File: config.mk
export PLATFORM = sky130hd
export DESIGN_NAME = cache_arbiter_flat
export DESIGN_NICKNAME = d
export VERILOG_FILES = /design/src/rtl/cache_arbiter_if.sv /design/src/rtl/cache_arbiter.sv /design/src/flat_wrapper.sv
export SDC_FILE = /design/constraint.sdc
export NUM_CORES = 1
export LEC_CHECK = 0
export ABC_CLOCK_PERIOD_IN_PS = 12100
export CORE_AREA = 2 2 545 547
export CTS_CLUSTER_DIAMETER = 200
export CTS_CLUSTER_SIZE = 40
export DETAILED_ROUTE_END_ITERATION = 16
export DIE_AREA = 0 0 547 549
export PLACE_DENSITY = 0.3
export SYNTH_ARGS = -nofsm -noshare
export SYNTH_HDL_FRONTEND = slang
export SYNTH_SLANG_ARGS = --single-unit
File: constraint.sdc
create_clock -name clk -period 12.1 [get_ports clk]
set_input_delay 1.815 -clock clk [delete_from_list [all_inputs] [get_ports clk]]
set_output_delay 1.815 -clock clk [all_outputs]
set_load 0.1 [all_outputs]
File: src/rtl/cache_arbiter_if.sv
// Bus bundle between the two L1 caches, the cache arbiter and the cacheline adaptor.
// The slave modport is the arbiter's view; master is the caches and adaptor around it.
interface cache_arbiter_if #(
  parameter int ADDR_W = 32,
  parameter int LINE_W = 256
);
  logic              icache_read;
  logic [ADDR_W-1:0] icache_address;
  logic [LINE_W-1:0] icache_rdata;
  logic              icache_resp;

  logic              dcache_read;
  logic              dcache_write;
  logic [ADDR_W-1:0] dcache_address;
  logic [LINE_W-1:0] dcache_wdata;
  logic [LINE_W-1:0] dcache_rdata;
  logic              dcache_resp;

  logic              mem_read;
  logic              mem_write;
  logic [ADDR_W-1:0] mem_address;
  logic [LINE_W-1:0] mem_wdata;
  logic [LINE_W-1:0] mem_rdata;
  logic              mem_resp;

  modport slave (
    input  icache_read, icache_address,
    output icache_rdata, icache_resp,
    input  dcache_read, dcache_write, dcache_address, dcache_wdata,
    output dcache_rdata, dcache_resp,
    output mem_read, mem_write, mem_address, mem_wdata,
    input  mem_rdata, mem_resp
  );

  modport master (
    output icache_read, icache_address,
    input  icache_rdata, icache_resp,
    output dcache_read, dcache_write, dcache_address, dcache_wdata,
    input  dcache_rdata, dcache_resp,
    input  mem_read, mem_write, mem_address, mem_wdata,
    output mem_rdata, mem_resp
  );
endinterface

File: src/rtl/cache_arbiter.sv
// Round-robin arbiter sharing one line-sized memory port between the L1 I-cache and D-cache.
// One transaction in flight; commands are registered, completion is routed to the granted cache.
module cache_arbiter #(
  parameter int ADDR_W = 32,
  parameter int LINE_W = 256
) (
  input  logic              clk,
  input  logic              rst,
  cache_arbiter_if.slave    bus
);

  typedef enum logic [1:0] {
    IDLE   = 2'd0,
    I_BUSY = 2'd1,
    D_BUSY = 2'd2,
    DONE   = 2'd3
  } state_e;

  state_e            state_q;
  logic              last_grant_q;
  logic              mem_read_q;
  logic              mem_write_q;
  logic [ADDR_W-1:0] mem_address_q;
  logic [LINE_W-1:0] mem_wdata_q;

  logic              i_req_s;
  logic              d_req_s;
  logic              pick_i_d;
  logic              pick_d_d;

  assign i_req_s = bus.icache_read;
  assign d_req_s = bus.dcache_read | bus.dcache_write;

  // Grant decision in IDLE; on a tie the side that was not served last wins.
  always_comb begin
    pick_i_d = 1'b0;
    pick_d_d = 1'b0;
    if (state_q == IDLE) begin
      if (i_req_s && d_req_s) begin
        if (last_grant_q) begin
          pick_i_d = 1'b1;
        end else begin
          pick_d_d = 1'b1;
        end
      end else if (i_req_s) begin
        pick_i_d = 1'b1;
      end else if (d_req_s) begin
        pick_d_d = 1'b1;
      end else begin
        pick_i_d = 1'b0;
        pick_d_d = 1'b0;
      end
    end else begin
      pick_i_d = 1'b0;
      pick_d_d = 1'b0;
    end
  end

  // Transaction FSM with registered memory command, address and write data.
  always_ff @(posedge clk or posedge rst) begin
    if (rst) begin
      state_q       <= IDLE;
      last_grant_q  <= 1'b0;
      mem_read_q    <= 1'b0;
      mem_write_q   <= 1'b0;
      mem_address_q <= {ADDR_W{1'b0}};
      mem_wdata_q   <= {LINE_W{1'b0}};
    end else begin
      case (state_q)
        IDLE: begin
          if (pick_i_d) begin
            state_q       <= I_BUSY;
            mem_read_q    <= 1'b1;
            mem_write_q   <= 1'b0;
            mem_address_q <= bus.icache_address;
            last_grant_q  <= 1'b0;
          end else if (pick_d_d) begin
            // A simultaneous read+write from the D-cache is treated as a write.
            state_q       <= D_BUSY;
            mem_read_q    <= ~bus.dcache_write;
            mem_write_q   <= bus.dcache_write;
            mem_address_q <= bus.dcache_address;
            mem_wdata_q   <= bus.dcache_wdata;
            last_grant_q  <= 1'b1;
          end else begin
            state_q <= IDLE;
          end
        end
        I_BUSY, D_BUSY: begin
          if (bus.mem_resp) begin
            state_q     <= DONE;
            mem_read_q  <= 1'b0;
            mem_write_q <= 1'b0;
          end else begin
            state_q <= state_q;
          end
        end
        DONE: begin
          state_q <= IDLE;
        end
        default: begin
          state_q     <= IDLE;
          mem_read_q  <= 1'b0;
          mem_write_q <= 1'b0;
        end
      endcase
    end
  end

  assign bus.mem_read     = mem_read_q;
  assign bus.mem_write    = mem_write_q;
  assign bus.mem_address  = mem_address_q;
  assign bus.mem_wdata    = mem_wdata_q;

  // Line data goes to both caches; only the completion pulse is steered by the grant.
  assign bus.icache_rdata = bus.mem_rdata;
  assign bus.dcache_rdata = bus.mem_rdata;
  assign bus.icache_resp  = (state_q == I_BUSY) & bus.mem_resp;
  assign bus.dcache_resp  = (state_q == D_BUSY) & bus.mem_resp;

endmodule
File: src/flat_wrapper.sv
// flat-port wrapper written by rule: the top's interface ports become plain ports
module cache_arbiter_flat 
#(
  parameter int ADDR_W = 32,
  parameter int LINE_W = 256
)
  (clk, rst, bus_icache_read, bus_icache_address, bus_icache_rdata, bus_icache_resp, bus_dcache_read, bus_dcache_write, bus_dcache_address, bus_dcache_wdata, bus_dcache_rdata, bus_dcache_resp, bus_mem_read, bus_mem_write, bus_mem_address, bus_mem_wdata, bus_mem_rdata, bus_mem_resp);
  cache_arbiter_if #(.ADDR_W(ADDR_W), .LINE_W(LINE_W)) bus_i ();
  input  logic clk;
  input  logic rst;
  input wire logic [$bits(bus_i.icache_read)-1:0] bus_icache_read;
  input wire logic [$bits(bus_i.icache_address)-1:0] bus_icache_address;
  output wire logic [$bits(bus_i.icache_rdata)-1:0] bus_icache_rdata;
  output wire logic [$bits(bus_i.icache_resp)-1:0] bus_icache_resp;
  input wire logic [$bits(bus_i.dcache_read)-1:0] bus_dcache_read;
  input wire logic [$bits(bus_i.dcache_write)-1:0] bus_dcache_write;
  input wire logic [$bits(bus_i.dcache_address)-1:0] bus_dcache_address;
  input wire logic [$bits(bus_i.dcache_wdata)-1:0] bus_dcache_wdata;
  output wire logic [$bits(bus_i.dcache_rdata)-1:0] bus_dcache_rdata;
  output wire logic [$bits(bus_i.dcache_resp)-1:0] bus_dcache_resp;
  output wire logic [$bits(bus_i.mem_read)-1:0] bus_mem_read;
  output wire logic [$bits(bus_i.mem_write)-1:0] bus_mem_write;
  output wire logic [$bits(bus_i.mem_address)-1:0] bus_mem_address;
  output wire logic [$bits(bus_i.mem_wdata)-1:0] bus_mem_wdata;
  input wire logic [$bits(bus_i.mem_rdata)-1:0] bus_mem_rdata;
  input wire logic [$bits(bus_i.mem_resp)-1:0] bus_mem_resp;
  assign bus_i.icache_read = bus_icache_read;
  assign bus_i.icache_address = bus_icache_address;
  assign bus_icache_rdata = bus_i.icache_rdata;
  assign bus_icache_resp = bus_i.icache_resp;
  assign bus_i.dcache_read = bus_dcache_read;
  assign bus_i.dcache_write = bus_dcache_write;
  assign bus_i.dcache_address = bus_dcache_address;
  assign bus_i.dcache_wdata = bus_dcache_wdata;
  assign bus_dcache_rdata = bus_i.dcache_rdata;
  assign bus_dcache_resp = bus_i.dcache_resp;
  assign bus_mem_read = bus_i.mem_read;
  assign bus_mem_write = bus_i.mem_write;
  assign bus_mem_address = bus_i.mem_address;
  assign bus_mem_wdata = bus_i.mem_wdata;
  assign bus_i.mem_rdata = bus_mem_rdata;
  assign bus_i.mem_resp = bus_mem_resp;
  cache_arbiter #(.ADDR_W(ADDR_W), .LINE_W(LINE_W)) u_core (.clk(clk), .rst(rst), .bus(bus_i));
endmodule
Yosys cells after proc, flatten, opt, wreduce, memory -nomap -nowiden
Index checks and enable logic that the tools add are counted.
{ "word_totals": {"out_inout_bits": 804, "word_cells": 48, "register_bits": 293, "in_bits": 582} }
{ "op_classes": {"eq_ne": 5, "muxes": 24, "reduce_logical": 8, "bitwise_logic": 5} }
{ "op_table": {"columns": ["op", "n"], "rows": [
  ["two-way mux 32 bit", 2],
  ["two-way mux 1 bit", 16],
  ["two-way mux 2 bit", 3],
  ["one-hot mux 2 bit (3 select lines)", 1],
  ["AND reduction 3 bit", 2],
  ["equality test 2 bit, second input constant", 2],
  ["one-hot mux 1 bit (2 select lines)", 2],
  ["nonzero test 2 bit", 2],
  ["inequality test 3 x 1 -> 1 bit, second input constant", 1],
  ["bitwise AND 1 bit", 2],
  ["equality test 2 x 1 -> 1 bit, second input constant", 1],
  ["zero test 2 bit", 1],
  ["inequality test 2 bit, second input constant", 1],
  ["inverter 1 bit", 2],
  ["AND reduction 2 bit", 1],
  ["OR reduction 2 bit", 1],
  ["logical AND 1 bit", 1],
  ["bitwise OR 1 bit", 1]
]} }

Longest topological paths before layout
Gate-level depths: netlist of run 1.
{ "logic_depth": {"depth_word": 8, "ltp_mapped": 7, "depth_no_buf": 5} }

Least setup slack after synthesis of run 1
Ideal clock, no wire load.
{ "synth_path": {"kind": "in2out", "start": "in bus_mem_resp", "end": "out bus_dcache_resp", "arrival_time_ns": 2.552, "setup_slack_ns": 7.733, "required_ns": 10.285, "cell_stages": 1, "n_path_buf": 0, "path_cell_list": "and2_1"} }
{ "synth_between": {"elab_chain_cells": 1} }
{ "synth_lines": {"columns": ["item", "line_no", "text"], "rows": [
  ["from (decl)", "flat_wrapper.sv:26", "input wire logic [$bits(bus_i.mem_resp)-1:0] bus_mem_resp;"],
  ["bitwise AND 1 bit", "cache_arbiter.sv:119", "assign bus.dcache_resp = (state_q == D_BUSY) & bus.mem_resp;"],
  ["to (decl)", "flat_wrapper.sv:20", "output wire logic [$bits(bus_i.dcache_resp)-1:0] bus_dcache_resp;"]
]} }
Every way passes these cells.

Final worst setup path of run 1
{ "layout_path": {"start": "in bus_mem_resp", "end": "out bus_icache_resp"} }
{ "layout_between": {"elab_chain_cells": 1} }
{ "layout_lines": {"columns": ["item", "line_no", "text"], "rows": [
  ["bitwise AND 1 bit", "cache_arbiter.sv:118", "assign bus.icache_resp = (state_q == I_BUSY) & bus.mem_resp;"],
  ["to (decl)", "flat_wrapper.sv:14", "output wire logic [$bits(bus_i.icache_resp)-1:0] bus_icache_resp;"]
]} }
Every way passes these cells.

==> flow_summary.json, run 1 <==
{
  "status": "finished clean",
  "row_count": 200,
  "max-cap-violations": 0,
  "ys_seq_elements": 293,
  "grt_max_degree": 114,
  "fin_setup_tns_ns": 0,
  "setup.worst_path.end_class": "output pin",
  "yosysTopAreaCell": "dfrtp_1",
  "vias_per_cell": 1.89,
  "clkTransAtPathRegs_ns": 0.12,
  "routabilityCongestion": 0.781,
  "fin_hold_ws_ns": 0.522,
  "multi_input_area_um2": 4650,
  "syn_area_per_cell_um2": 12.9,
  "path_max_fanout": 5,
  "post_cts_resized": 0,
  "reg2reg_depth": 7,
  "final-setup-viol-count": 0,
  "tritoncts": "yes",
  "place.detailed.hpwl_um": 127000,
  "netlist_area_um2": 16500,
  "cts_buffers": 12,
  "slew_headroom": 0.185,
  "die_x_um": 547,
  "overflow": 0,
  "rsz0062_at_grt": "no",
  "wl_um": 142000,
  "cts_sinks": 293,
  "arrival_ns": 3.40,
  "numPortBuffers": 617,
  "post_cts_buffers": 0,
  "syn-num-nets": 1860,
  "drive_above_1_share": 0.330,
  "finalClockSkew_ns": 0.0401,
  "nets": 1939,
  "drc": 0,
  "synth_edf_count": 0,
  "crit_type": "primary input to output pin",
  "cp.required_ns": 10.28,
  "ys_warn_count": 0,
  "grt_usage": 0.0904,
  "antenna_found_initial": 94,
  "grt_pass1_wl_um": 167000,
  "die_h_um": 549,
  "hp-class": "flop to flop",
  "holdBufCountCts": 0,
  "pwr_density_cell_nw_per_um2": 403,
  "vias": 10000,
  "drtIter0Drc": 485,
  "p_leak_uw": 0.00868,
  "first_pass_iters": 4,
  "yosys-top-cells-area": "dfrtp_1 45%, buf_4 23%, mux2_4 21%",
  "synth_ff_type": "dfrtp_1",
  "synth.most_common_cell": "buf_4",
  "ys_types": 30,
  "synth-async-reset-ratio": 1.00,
  "yosys-top-cells-count": "514 x buf_4, 293 x dfrtp_1, 229 x mux2_4",
  "max_freq_mhz": 192,
  "die-area_um2": 300000,
  "fillCellCount": 34100,
  "r2r_slack_ns": 8.40,
  "synth_top_area_frac": 0.446,
  "clockRootBuffer": "clkbuf_16",
  "syn_inst": 1273,
  "fin_crit_ns": 5.22,
  "worst_skew_pair.late_latency_ns": 0.62,
  "finalHoldViolCount": 0,
  "first_global_vias": 10500,
  "syn_to_final_growth_pct": 41.1,
  "drv_slew": 0,
  "yosysSeqAreaShare": 0.446,
  "fin_crit_sh": 0.431,
  "core_um2": 295000,
  "start_util": 0.0558,
  "seqCellArea_um2": 7330,
  "wire_per_inst_um": 26.7,
  "htree_levels": 1,
  "ant_nets": 0,
  "vdd_drop_max_mv": 0.292,
  "worst_pin_slew_ns": 1.22,
  "ios": 1386,
  "clk_path_buf_depth": 3,
  "cp-start-kind": "primary input",
  "min_path_cells": 1
}
worst paths after layout:
kind | endpoint | from
max | bus_icache_resp | bus_mem_resp
min | u_core.bus.mem_wdata[58] | u_core.bus.mem_wdata[58]
max reg2reg | u_core.bus.mem_wdata[43] | u_core.state_q[1]
min reg2reg | u_core.bus.mem_wdata[58] | u_core.bus.mem_wdata[58]
max in group asynchronous | u_core.bus.mem_address[21] | rst
min in group asynchronous | u_core.bus.mem_wdata[133] | rst
area by class of cell:
class                           count  share of cell area
Timing Repair Buffer              626               0.251
Sequential cell                   293               0.316
Clock buffer                       15              0.0148
Inverter                            3            0.000809
Tap cell                         3939               0.212
Multi-Input combinational cell    416               0.200
Clock inverter                      5             0.00323
Antenna cell                       14             0.00151
routing by layer:
| metal | track usage | part of all wire | wire, um | vias up |
|---|---|---|---|---|
| met5 | 0.00871 | 0.0029 | 417 | - |
| met4 | 0.0297 | 0.041 | 5860 | 6 |
| met3 | 0.0761 | 0.19 | 26800 | 365 |
| met2 | 0.152 | 0.47 | 66100 | 1126 |
| met1 | 0.0786 | 0.30 | 42600 | 4631 |
| li1 | - | - | - | 3902 |
flip-flops by register name, indices dropped and copies added, names as in the netlist:
signal                  flops
u_core.bus.mem_wdata      256
u_core.bus.mem_address     32
u_core.state_q              2
u_core.bus.mem_read         1
u_core.bus.mem_write        1
u_core.last_grant_q         1
stage by stage:
stage	power, uW	worst slack [ns]	instance area, um2	std cells	util
global placement	8880	6.67	22800	5277	0.0771
finish	9350	6.88	23200	5311	0.0787
floorplan	7550	2.19	16500	1273	-
global route	9780	6.84	23200	5300	0.0786
detailed placement	8880	6.68	22800	5277	0.0771
CTS	9570	6.76	23200	5297	0.0785
cells in the final DEF (no fill, tap or decap), drive strengths merged, types with 2 or more instances in the layout:
| master | Yosys | layout |
|---|---|---|
| o21ai | 32 | 32 |
| nand3 | 32 | 32 |
| nor2 | 36 | 36 |
| clkinv | 0 | 2 |
| ha | 5 | 5 |
| diode | 0 | 14 |
| a311oi | 2 | 2 |
| dfrtp | 293 | 293 |
| nand2b | 2 | 2 |
| clkbuf | 7 | 15 |
| clkdlybuf4s50 | 0 | 460 |
| and2 | 3 | 3 |
| mux2 | 256 | 256 |
| a31oi | 34 | 34 |
| nand2 | 4 | 4 |
| inv | 3 | 5 |
| buf | 554 | 166 |
worst max-delay path, stage by stage:
cell,delay [ns]
clkdlybuf4s50_1,0.92
and2_1,0.23
buf_2,0.43
cell families (layout without fill, tap and decap cells):
logic type               Yosys count  in the layout  share of synthesized area
AO/OA/AOI/OAI                     76             76                     0.0284
adder cells (fa/ha/maj)            5              5                    0.00380
buffers and inverters            564            649                      0.272
flip-flops                       293            293                      0.446
multiplexers                     256            256                      0.227
other                              0             14                          0
AND/OR/NAND/NOR                   79             79                     0.0223
report_power, final:
part	internal [uW]	leakage, uW	switching [uW]
clock	218	0.000199	433
sequential	1480	0.00342	335
combinational	1640	0.00506	5240
Note: power is estimated with default switching activity, not from simulation.
==> inputs of run 2 (changes only) <==
--- a/config.mk
+++ b/config.mk
@@ -5,7 +5,7 @@
 export SDC_FILE = /design/constraint.sdc
 export NUM_CORES = 1
 export LEC_CHECK = 0
-export ABC_CLOCK_PERIOD_IN_PS = 12100
+export ABC_CLOCK_PERIOD_IN_PS = 5200
 export CORE_AREA = 2 2 545 547
 export CTS_CLUSTER_DIAMETER = 200
 export CTS_CLUSTER_SIZE = 40
==> constraint.sdc (replaced) <==
create_clock -name clk -period 5.2 [get_ports clk]
set_input_delay 0.78 -clock clk [delete_from_list [all_inputs] [get_ports clk]]
set_output_delay 0.78 -clock clk [all_outputs]
set_load 0.1 [all_outputs]
==> run 2 against run 1 <==
Wire length down 9.3%. Largest power group unchanged. Largest cell class unchanged. Highest routed layer unchanged. Worst setup slack lost 4.9 ns. Register-to-register slack worse by 5.8 ns. Clock skew is 0.028 ns higher. Core utilization rose by 0.13 points. Combinational power grew 130%.
==> flow_summary.json, run 2 (synthesis gave the netlist of run 1 again) <==
{
  "status": "finished clean",
  "place.detailed.hpwl_um": 112000,
  "first_pass_iters": 4,
  "crit_path_start": "u_core.bus.mem_wdata[11]",
  "hp-class": "primary input to async pin",
  "holdBufCountCts": 0,
  "die_h_um": 549,
  "reg2reg_depth": 5,
  "post_cts_resized": 0,
  "clk_path_buf_depth": 3,
  "crit_end": "bus_mem_wdata[11]",
  "max_freq_mhz": 308,
  "final_common_cell": "clkdlybuf4s50_1",
  "r2r-end": "u_core.bus.mem_address[16]",
  "start_util": 0.0558,
  "tritoncts": "yes",
  "syn_to_final_growth_pct": 43.3,
  "worst_pin_slew_ns": 1.15,
  "wl_um": 129000,
  "drc": 0,
  "final_cell_mix": "500 x clkdlybuf4s50_1, 293 x dfrtp_1, 229 x mux2_4",
  "finalClockSkew_ns": 0.0680,
  "ant_nets": 0,
  "vias": 9934,
  "grt_max_degree": 116,
  "die-area_um2": 300000,
  "slew_headroom": 0.232,
  "overflow": 0,
  "first_global_vias": 10400,
  "vdd_drop_max_mv": 0.598,
  "fin_crit_ns": 3.25,
  "fin_setup_tns_ns": 0,
  "cts_sinks": 293,
  "cp.required_ns": 4.42,
  "fin_crit_sh": 0.625,
  "path_depth": 1,
  "drv_slew": 0,
  "ios": 1386,
  "die_x_um": 547,
  "crit_slowest_cell": "clkdlybuf4s50_1",
  "finalHoldViolCount": 0,
  "nets": 1947,
  "path_delay_family": "buffers and inverters",
  "core_um2": 295000,
  "vias_per_cell": 1.87,
  "arrival_ns": 2.47,
  "setup.worst_path.end_class": "output pin",
  "worst_skew_pair.late_latency_ns": 0.67,
  "routabilityCongestion": 0.729,
  "grt_usage": 0.0820,
  "path_max_fanout": 3,
  "pwr_density_cell_nw_per_um2": 925,
  "numPortBuffers": 617,
  "htree_levels": 1,
  "path_cells": "clkdlybuf4s50_1",
  "final_util": 0.0799,
  "max-cap-violations": 0,
  "wire_per_inst_um": 24.2,
  "drive_above_1_share": 0.308,
  "cp-start-kind": "flop",
  "rsz0062_at_grt": "no",
  "largest_reg_flops": 256,
  "clkTransAtPathRegs_ns": 0.17,
  "clockRootBuffer": "clkbuf_16",
  "cp_slowest_stage_delay_ns": 1.21,
  "r2r_slack_ns": 2.58,
  "antenna_found_initial": 47,
  "cts_buffers": 16,
  "row_count": 200,
  "post_cts_buffers": 0,
  "grt_pass1_wl_um": 154000,
  "drtIter0Drc": 503,
  "fillCellCount": 34100,
  "crit_type": "flop to output pin",
  "r2r_start": "u_core.state_q[0]",
  "final-setup-viol-count": 0,
  "path_buf_inv": 1,
  "p_leak_uw": 0.00876
}
## run 2: cell types whose count changed in the layout (fill, tap and decap cells not counted), sizes merged
cell and change:
clkdlybuf4s50 +40, clkinv +5, diode -2, clkinvlp +1
clkbuf +3, inv -2, buf -36
## run 2: metrics by stage
step | std cells | setup WS, ns | hold WS [ns] | power, uW | area [um2]
floorplan | 1273 | 0.531 | 0.480 | 17600 | 16500
global placement | 5281 | 1.81 | 0.483 | 20500 | 23000
detailed placement | 5281 | 1.79 | 0.482 | 20500 | 23000
CTS | 5308 | 1.73 | 0.281 | 22400 | 23500
global route | 5313 | 1.83 | 0.322 | 22900 | 23600
finish | 5320 | 1.95 | 0.383 | 21800 | 23600
## run 2: cell type report
cell class	instances	area (um2)	share of cell area
Sequential cell	293	7330	0.311
Timing Repair Buffer	630	6030	0.256
Tap cell	3939	4930	0.209
Multi-Input combinational cell	416	4660	0.198
Clock buffer	18	429	0.0182
Clock inverter	9	158	0.00669
Antenna cell	12	30.0	0.00127
Inverter	3	15.0	0.000637
## run 2: worst min path at each step
stage	cells past startpoint	slack, ns	start	to
floorplan	1	0.48	u_core.last_grant_q	u_core.last_grant_q
global placement	1	0.48	u_core.bus.mem_read	u_core.bus.mem_read
detailed placement	1	0.48	u_core.bus.mem_read	u_core.bus.mem_read
CTS	2	0.28	rst	u_core.bus.mem_wdata[224]
global route	2	0.32	rst	u_core.bus.mem_wdata[224]
finish	2	0.38	rst	u_core.bus.mem_wdata[224]
## run 2: report_power, final
group	internal (uW)	switching, uW
clock	652	1140
sequential	3460	859
combinational	3890	11800
## run 2: metal layers
layer / part of all wire / vias to the layer above / routed length, um / global-route usage
li1: - / 3918 / - / -
met1: 0.31 / 4665 / 39700 / 0.0726
met2: 0.44 / 1038 / 56500 / 0.127
met3: 0.20 / 309 / 25200 / 0.0740
met4: 0.055 / 4 / 7050 / 0.0386
met5: 0.0016 / - / 205 / 0.00459
==> inputs of run 3 (changes only) <==
--- a/config.mk
+++ b/config.mk
@@ -5,7 +5,7 @@
 export SDC_FILE = /design/constraint.sdc
 export NUM_CORES = 1
 export LEC_CHECK = 0
-export ABC_CLOCK_PERIOD_IN_PS = 5200
+export ABC_CLOCK_PERIOD_IN_PS = 3200
 export CORE_AREA = 2 2 545 547
 export CTS_CLUSTER_DIAMETER = 200
 export CTS_CLUSTER_SIZE = 40
==> constraint.sdc (replaced) <==
create_clock -name clk -period 3.2 [get_ports clk]
set_input_delay 0.48 -clock clk [delete_from_list [all_inputs] [get_ports clk]]
set_output_delay 0.48 -clock clk [all_outputs]
set_load 0.1 [all_outputs]
==> run 3 against run 2 <==
Sequential power is 63% higher. Register-to-register slack lost 1.6 ns. Via count is 0.51% higher. Worst setup slack worse by 1.4 ns. Final cell count rose by 0.24%. Clock power increased by 56%. Total power increased by 61%. Critical endpoint is now bus_mem_wdata[231].
==> flow_summary.json, run 3 (synthesis gave the netlist of run 1 again) <==
{
  "status": "finished clean",
  "clkTransAtPathRegs_ns": 0.16,
  "power_uw": 35200,
  "routabilityCongestion": 0.763,
  "grt_pass1_wl_um": 155000,
  "cts_sinks": 293,
  "drtIter0Drc": 517,
  "slew_headroom": 0.333,
  "arrival_ns": 2.20,
  "pwr_density_cell_nw_per_um2": 1500,
  "finalHoldViolCount": 0,
  "nets": 1970,
  "numPortBuffers": 617,
  "final_common_cell": "clkdlybuf4s50_1",
  "die_x_um": 547,
  "post_cts_resized": 0,
  "finalClockSkew_ns": 0.0808,
  "vias_per_cell": 1.87,
  "crit_type": "flop to output pin",
  "path_buf_inv": 1,
  "antenna_found_initial": 45,
  "wire_per_inst_um": 24.1,
  "worst_skew_pair.late_latency_ns": 0.66,
  "die_h_um": 549,
  "tritoncts": "yes",
  "hp-class": "primary input to async pin",
  "fin_crit_sh": 0.837,
  "fin_setup_tns_ns": 0,
  "reg2reg_depth": 7,
  "final_cell_mix": "350 x clkdlybuf4s50_1, 293 x dfrtp_1, 276 x buf_4",
  "overflow": 0,
  "post_cts_buffers": 0,
  "largest_reg_flops": 256,
  "worst_pin_slew_ns": 0.997,
  "path_cells": "clkdlybuf4s50_1",
  "clk_path_buf_depth": 3,
  "drive_above_1_share": 0.427,
  "final_area_um2": 23400,
  "fillCellCount": 34100,
  "r2r_start": "u_core.state_q[0]",
  "wl_um": 128000,
  "max_freq_mhz": 374,
  "holdBufCountCts": 0,
  "fin_hold_ws_ns": 0.221,
  "path_max_fanout": 2,
  "fin_crit_ns": 2.68,
  "cp.required_ns": 2.72,
  "rsz0062_at_grt": "no",
  "htree_levels": 1,
  "finalNonFillerCells": 5333,
  "dpl_cell_area_um2": 22800,
  "vdd_drop_max_mv": 0.927,
  "first_global_vias": 10700,
  "place_inst": 5304,
  "ant_nets": 0,
  "vias": 9985,
  "cts_buffers": 16,
  "r2r-end": "u_core.bus.mem_wdata[76]",
  "grt_usage": 0.0821,
  "place.detailed.hpwl_um": 114000,
  "setup.worst_path.end_class": "output pin",
  "crit_slowest_cell": "clkdlybuf4s50_1",
  "path_delay_family": "buffers and inverters",
  "final-setup-viol-count": 0,
  "ios": 1386,
  "drc": 0,
  "drv_slew": 0,
  "max-cap-violations": 0,
  "die-area_um2": 300000,
  "cp-start-kind": "flop",
  "core_um2": 295000,
  "start_util": 0.0558,
  "p_leak_uw": 0.00902,
  "syn_to_final_growth_pct": 42.3,
  "first_pass_iters": 4,
  "grt_max_degree": 130,
  "clockRootBuffer": "clkbuf_16",
  "r2r_slack_ns": 0.94,
  "row_count": 200,
  "cp_slowest_stage_delay_ns": 1.15
}
==> run 3: changes by cell type in the layout (fill, tap and decap cells not counted), moves of 2 or more <==
cell             previous run  this run
buf_2                      17        15
clkdlybuf4s50_1           500       350
diode_2                    12         3
clkinv_8                    4         2
inv_12                      1         3
buf_4                     106       276
buf_12                      7        12
==> run 3: how the worst max path moves through the flow <==
stage,cells past startpoint,slack [ns],end,from
2_1_floorplan,1,-1.17,u_core.bus.mem_address[0],rst
3_3_place_gp,6,0.56,u_core.bus.mem_wdata[247],bus_dcache_write
3_5_place_dp,6,0.55,u_core.bus.mem_wdata[109],bus_dcache_write
4_1_cts,1,0.39,bus_mem_wdata[172],u_core.bus.mem_wdata[172]
5_1_grt,1,0.40,bus_mem_wdata[165],u_core.bus.mem_wdata[165]
6_report,1,0.52,bus_mem_wdata[231],u_core.bus.mem_wdata[231]
==> run 3: area by class of cell <==
type,count,area [um2],share of cell area
timing repair buffer,653,5890,0.252
clock inverter,9,146,0.00625
inverter,3,15.0,0.000642
clock buffer,17,425,0.0182
antenna,3,7.51,0.000321
multi-input combinational,416,4660,0.199
sequential,293,7330,0.313
tap,3939,4930,0.211
==> run 3: through the flow <==
| step | worst slack [ns] | utilization |
|---|---|---|
| after floorplan | -1.17 | - |
| after global routing | 0.400 | 0.0793 |
| after CTS | 0.391 | 0.0793 |
| final | 0.523 | 0.0793 |
| after detailed placement | 0.552 | 0.0774 |
| after global placement | 0.562 | 0.0774 |
==> run 3: report_power, final <==
group / internal, uW / switching [uW]
clock network: 1060 / 1740
registers: 5620 / 1410
logic: 6130 / 19200
total: 12800 / 22400
==> run 3: metal layers <==
| layer | GRT usage | vias to the layer above | part of all wire |
|---|---|---|---|
| met2 | 0.132 | 1061 | 0.45 |
| met1 | 0.0749 | 4670 | 0.31 |
| met4 | 0.0319 | 2 | 0.049 |
| li1 | - | 3959 | - |
| met5 | 0.00348 | - | 0.0012 |
| met3 | 0.0692 | 293 | 0.19 |
